### src/rtl/ora_4bit_misr_core.sv
// 4-bit internal-XOR MISR output response analyser, polynomial x^4 + x + 1.
// Datain[0] is the adder Sum bit and datain[1] is the adder Cout bit.
module ora_4bit_misr_core (
    input  logic       clock,
    input  logic       reset,
    input  logic [1:0] datain,
    output logic [4:1] dataout_ora
);

    logic [4:1] q_q;
    logic [4:1] q_d;

    // The feedback from q[4] enters the stage 1 XOR and the stage 2 XOR.
    always_comb begin
        q_d    = q_q;
        q_d[1] = q_q[4] ^ datain[0];
        q_d[2] = q_q[1] ^ q_q[4] ^ datain[1];
        q_d[3] = q_q[2];
        q_d[4] = q_q[3];
    end

    always_ff @(posedge clock) begin
        if (reset) begin
            q_q <= 4'b0000;
        end else begin
            q_q <= q_d;
        end
    end

    assign dataout_ora = q_q;

endmodule

### config.mk
export PLATFORM = sky130hd
export DESIGN_NAME = ora_4bit_misr_core
export DESIGN_NICKNAME = d
export VERILOG_FILES = /design/src/rtl/ora_4bit_misr_core.sv
export SDC_FILE = /design/constraint.sdc
export NUM_CORES = 1
export LEC_CHECK = 0
export CORE_AREA = 2 2 39 41
export DETAILED_ROUTE_END_ITERATION = 12
export DIE_AREA = 0 0 41 43
export PLACE_DENSITY = 0.3
export SYNTH_ARGS = -nofsm -noshare
export SYNTH_HDL_FRONTEND = slang
export SYNTH_SLANG_ARGS = --single-unit
export TNS_END_PERCENT = 30
### constraint.sdc
create_clock -name clock -period 1.48 [get_ports clock]
set_input_delay 0.222 -clock clock [delete_from_list [all_inputs] [get_ports clock]]
set_output_delay 0.222 -clock clock [all_outputs]
set_load 0.02 [all_outputs]
==> impl_metrics.csv, run 1 <==
group,metric,value,unit
floorplanning,pin_count,8,
job,drv.max_cap_violation_count,0,
setup_path,slowest_stage_cell_crit_path,"clkdlybuf4s50_1",
clocking,htree_levels,1,
setup_path,timing.critical_path.fanout_max,2,
clocking,clk_path_buf_depth,2,
pwr,peakVddDrop,0.0002786,V
synth,syn-mean-instance-area,12.20,um^2
synth,synth_edf_count,0,
grt,globalRouteTotalUtil,4.935,%
finish,largest_register_ffs,4,
timing,finalSetupTns,0,ps
floorplanning,die_outline_area,0.001763,mm^2
clocking,cts_num_sinks,4,
finish,area_delta_synth_final,68.38,%
clocking,ctsResizeCount,0,
synth,syn_inst,12,
timing,rsz0062_at_grt,"no",
synth,synth_seq_area_share,54.70,%
synth,postSynthRegisterBits,4,
timing,finalClockSkew,3.812,ps
placement,global_placer_s_final_weighted_congestion,0.5743,
worst_hold_path,timing.hold.worst.class,"flop to flop",
routing,detail_route.wirelength,272,um
synth,synth.cells.most_frequent,"dfxtp_1 (4), buf_4 (2), nor2_1 (2), nor2b_1 (2)",
floorplanning,overall_die_width,41,um
finish,final_nets,26,
placement,portBuffers,7,
pwr,power.density,1226,mW/mm^2
routing,drc,0,
floorplanning,die_h,43,um
synth,synthTopCellsByArea,"dfxtp_1 (55%), xnor3_1 (15%), buf_4 (10%), nor2b_1 (8.5%), xnor2_1 (6.0%)",
timing,finalHoldViolCount,0,
clocking,cts_setup_buffers,0,
grt,grt-ovfl-total,0,
clocking,clk_transition_reported_paths,40,ps
grt,largest_net_degree_at_the_start_of_global_routing,5,
timing,worst_slew_margin_rel,85.14,%
floorplanning,fp-row-count,14,
setup_path,critical-path-max-stage-delay,610,ps
pwr,power.leakage,0.1161,nW
routing,drt_via_density,3.028,
setup_path,timing.critical_path.max_delay_family,"buffers and inverters",
setup_path,path_class,"flop to primary output",
timing,fmax,0.7185,GHz
clocking,tritoncts,"yes",
grt,number_of_antenna_violations_at_the_first_check_in_global_routing,0,
clocking,clk_latency,230,ps
routing,routedWlPerCell,7.556,um
timing,fin_ws,88.28,ps
setup_path,worstPathCellList,"clkdlybuf4s50_1",
setup_path,register_to_register_setup_slack,580,ps
synth,postSynthNetCount,16,
timing,fin_crit,1392,ps
grt,global_route_wire_length_before_repair,469,um
synth,area_share_of_the_leading_cell_type_in_the_synthesized_netlist,54.70,%
placement,preCtsSetupSlack,297.9,ps
routing,routed-via-count,109,
synth,synth.cell_area,146.4,um^2
finish,filler_cell_count,147,
clocking,cts_hold_repair.buffers,0,
setup_path,required,1260,ps
clocking,numCtsBuffers,3,
setup_path,critical_path_sink_type,"primary output",
floorplanning,floorplan.initialDensity,10.58,%
finish,inserted_diodes,0,
synth,synth_top_cell_by_area,"dfxtp_1",
floorplanning,core_area,0.001384,mm^2
finish,final_layout_size_suffix_gt1_share,15.00,%
synth,synth_most_common_cell,"dfxtp_1",
grt,via_count_of_the_first_global_routing_pass,111,
timing,setup_viol,0,
clocking,clock_tree_root_buffer_cell,"clkbuf_4",
synth,synth_ff_type,"dfxtp_1",
synth,synth.yosys.warnings,0,
routing,drt-pass1-iter-count,2,
status,run_status,"complete, no violations",
timing,tightestPinTransition,222.6,ps
timing,maxSlewViolCount,0,
setup_path,worstPathBufferInverterCount,1,
routing,detail-route-antenna-nets,0,
timing,final_min_period_over_clock_period,94.04,%
synth,async_reset_ff_share,0,%
synth,ys_types,6,
setup_path,worstPathArrival,1170,ps
routing,first_iter_violations,2,
setup_path,worstSetupStartpointType,"flop",
## kinds of logic (layout without fill, tap and decap cells)
group	after synthesis	after routing	share of synthesized area (%)
DFF	4	4	54.70
xor gates and xnor gates	2	2	21.37
buffers and inverters	2	10	10.25
and+or+nand+nor	4	4	13.68
## where the power goes
part | total, mW | switching (mW) | internal, mW
clock network | 0.133 | 0.0425 | 0.0905
logic | 0.0484 | 0.0190 | 0.0294
registers | 0.121 | 0.00428 | 0.116
total | 0.302 | 0.0657 | 0.236
## through the flow
step | instance area, um^2 | power, mW | hold WS [ps] | cells | utilization [%]
CTS | 244.0 | 0.3124 | 467.0 | 36 | 17.63
floorplan | 146.4 | 0.1508 | 293.6 | 12 | -
global route | 246.5 | 0.3275 | 472.1 | 36 | 17.81
global placement | 221.5 | 0.1709 | 448.6 | 33 | 16.00
finish | 246.5 | 0.3022 | 463.8 | 36 | 17.81
detailed placement | 221.5 | 0.1711 | 449.9 | 33 | 16.00
## layer usage
layer  wire [um]  part of all wire (%)  GRT usage (%)
met4           0                     0          4.000
met2          86                    32          4.375
met5           0                     0              0
met1         125                    46          5.519
met3          60                    22          6.283
## layout make-up
type	instances	area, um^2	share of cell area, %
clock buffers	3	22.52	9.137
multi-input cells	6	51.30	20.81
well taps	16	20.02	8.122
repair buffers	7	72.57	29.44
flip-flops and latches	4	80.08	32.49
## layout by cell type, fill, tap and decap left out
cell             netlist  layout
clkbuf_4               0       3
nor2b_1                2       2
xnor3_1                1       1
xnor2_1                1       1
nor2_1                 2       2
dfxtp_1                4       4
dlymetal6s2s_1         0       1
clkdlybuf4s50_1        0       6
## worst paths after layout
path / endpoint / startpoint / cells after the start
min: dataout_ora[4]$_SDFF_PP0_ / dataout_ora[3]$_SDFF_PP0_ / 1
max reg2reg: dataout_ora[2]$_SDFF_PP0_ / dataout_ora[4]$_SDFF_PP0_ / 2
min reg2reg: dataout_ora[4]$_SDFF_PP0_ / dataout_ora[3]$_SDFF_PP0_ / 1
max: dataout_ora[1] / dataout_ora[1]$_SDFF_PP0_ / 1
No activity file was read; power rests on OpenSTA's default activity.
==> inputs of run 2 (changes only) <==
Settings changed: ABC_AREA set to 1, SETUP_SLACK_MARGIN set to 0.3.
==> impl_metrics.csv, run 2 <==
group,metric,value,unit
clocking,clk_latency,230,ps
setup_path,required,1260,ps
timing,tightestPinTransition,225.4,ps
finish,largest_register_ffs,4,
synth,synthTopCellsByArea,"dfxtp_1 (49%), inv_1 (14%), buf_4 (9.2%), nor2_1 (9.2%), nand2_1 (6.9%)",
synth,synth_edf_count,0,
grt,globalRouteTotalUtil,4.930,%
synth,syn_inst,22,
synth,synth.cells.most_frequent,"inv_1 (6), dfxtp_1 (4), nor2_1 (4)",
clocking,cts_hold_repair.buffers,0,
synth,synth_top_cell_by_area,"dfxtp_1",
clocking,clk_transition_reported_paths,40,ps
grt,via_count_of_the_first_global_routing_pass,132,
pwr,totalPowerFinal,298.3,uW
clocking,htree_levels,1,
finish,inserted_diodes,0,
timing,worst_slew_margin_rel,84.95,%
synth,postSynthRegisterBits,4,
pwr,combinational_share_of_power,14.4,%
pwr,power_frac_seq,39.9,%
synth,area_share_of_the_leading_cell_type_in_the_synthesized_netlist,49.23,%
timing,finalSetupTns,0,ps
floorplanning,core_area,0.001384,mm^2
finish,final_layout_size_suffix_gt1_share,10.00,%
synth,synthSimpleGateAreaFrac,19.23,%
setup_path,critical_path_sink_type,"primary output",
finish,final_cell_area,261.5,um^2
clocking,cts_num_sinks,4,
setup_path,timing.critical_path.fanout_max,2,
floorplanning,overall_die_width,41,um
setup_path,path_class,"flop to primary output",
timing,fin_crit,1383,ps
timing,setup_viol,0,
timing,finalHoldViolCount,0,
routing,routedWlPerCell,6.543,um
setup_path,timing.critical_path.max_delay_family,"buffers and inverters",
routing,routed-via-count,134,
synth,synth.cell_area,162.7,um^2
timing,fmax,0.7231,GHz
synth,synthMuxAreaShare,0,%
clocking,clk_path_buf_depth,2,
pwr,power.leakage,0.1321,nW
routing,drt_via_density,2.913,
pwr,clock_network_fraction_of_design_power,45.8,%
routing,detail_route.wirelength,301,um
status,run_status,"complete, no violations",
floorplanning,die_outline_area,0.001763,mm^2
setup_path,worstSetupStartpointType,"flop",
setup_path,critical-path-max-stage-delay,600,ps
setup_path,worstPathCellList,"clkdlybuf4s50_1",
synth,complex_gate_fraction_of_the_synthesized_area,3.077,%
timing,maxSlewViolCount,0,
grt,number_of_antenna_violations_at_the_first_check_in_global_routing,0,
finish,most_common_library_cell_in_the_layout_ignoring_fill_and_taps,"inv_1",
synth,dominant_combinational_cell_family_by_area_after_synthesis,"buffers and inverters",
pwr,cellInternalPower,228.4,uW
grt,grt-ovfl-total,0,
synth,synth_seq_area_share,49.23,%
routing,drc,0,
pwr,power.net_switching,69.91,uW
clocking,cts_setup_buffers,0,
synth,synth_ff_type,"dfxtp_1",
timing,rsz0062_at_grt,"yes",
synth,postSynthNetCount,26,
job,drv.max_cap_violation_count,0,
synth,syn-mean-instance-area,7.393,um^2
clocking,numCtsBuffers,3,
clocking,tritoncts,"yes",
synth,yosys.area_share.xor_xnor,5.385,%
placement,global_placer_s_final_weighted_congestion,0.5583,
synth,ys_types,8,
timing,worst_hold_slack,420.8,ps
timing,final_min_period_over_clock_period,93.45,%
pwr,power.density,1141,mW/mm^2
grt,global_route_wire_length_before_repair,503,um
routing,drt-pass1-iter-count,3,
synth,synth.yosys.warnings,0,
routing,detail-route-antenna-nets,0,
placement,portBuffers,7,
synth,async_reset_ff_share,0,%
pwr,peakVddDrop,0.0003103,V
finish,area_delta_synth_final,60.77,%
floorplanning,floorplan.initialDensity,11.75,%
setup_path,worstPathBufferInverterCount,1,
grt,largest_net_degree_at_the_start_of_global_routing,5,
setup_path,slowest_stage_cell_crit_path,"clkdlybuf4s50_1",
timing,finalClockSkew,1.305,ps
synth,synth_fa_ha_area_share,0,%
floorplanning,pin_count,8,
floorplanning,die_h,43,um
worst_hold_path,timing.hold.worst.class,"flop to flop",
routing,first_iter_violations,2,
setup_path,worstPathArrival,1160,ps
synth,synth_most_common_cell,"inv_1",
clocking,clock_tree_root_buffer_cell,"clkbuf_4",
floorplanning,fp-row-count,14,
finish,final_nets,36,
finish,layout.cells.most_common_list,"inv_1 (6), clkdlybuf4s50_1 (5), nor2_1 (4), dfxtp_1 (4)",
pwr,netSwitchingFraction,23.44,%
placement,placedInstanceArea,237.7,um^2
## run 2: power by group through the flow
stage / sequential, mW / clock (mW) / combinational (mW)
2_1_floorplan: 0.124 / 0 / 0.0219
3_3_place_gp: 0.121 / 0 / 0.0445
3_5_place_dp: 0.121 / 0 / 0.0440
4_1_cts: 0.119 / 0.144 / 0.0438
5_1_grt: 0.120 / 0.153 / 0.0471
6_report: 0.119 / 0.137 / 0.0428
## run 2: kinds of logic (layout without fill, tap and decap cells)
family	Yosys count	in the layout
simple gates	8	8
xor+xnor	1	1
flops	4	4
buf+inv	8	16
compound gates	1	1
## run 2: layer usage
metal | track usage (%) | vias to the layer above | routed length, um
met5 | 0 | - | 0
met4 | 4.000 | 0 | 0
met1 | 4.531 | 50 | 142
met2 | 5.000 | 8 | 104
li1 | - | 76 | -
met3 | 6.806 | 0 | 54
## run 2: layout make-up
type	count	area, um^2
fill	152	1122
sequential	4	80.08
timing repair buffer	7	71.32
multi-input combinational	10	45.04
clock buffer	3	22.52
inverter	6	22.52
tap	16	20.02
## run 2: stage by stage
step / instances / setup WS, ps / util, %
2_1_floorplan: 22 / 656.9 / -
3_3_place_gp: 43 / 307.2 / 17.18
3_5_place_dp: 43 / 302.7 / 17.18
4_1_cts: 46 / 66.05 / 18.72
5_1_grt: 46 / 31.24 / 18.90
6_report: 46 / 96.98 / 18.90
## run 2: path summary, 6_finish.rpt
kind / from / to / slack, ps / cells after the start
max: dataout_ora[2]$_SDFF_PP0_ / dataout_ora[2] / 100 / 1
min: dataout_ora[3]$_SDFF_PP0_ / dataout_ora[4]$_SDFF_PP0_ / 420 / 2
max reg2reg: dataout_ora[1]$_SDFF_PP0_ / dataout_ora[2]$_SDFF_PP0_ / 760 / 4
min reg2reg: dataout_ora[3]$_SDFF_PP0_ / dataout_ora[4]$_SDFF_PP0_ / 420 / 2
## run 2: what timing repair did
action / 4_1_cts / 5_1_grt
endpoints found under the setup margin: 4 / 3
gates cloned: 0 / 0
gates resized for setup: 1 / 1
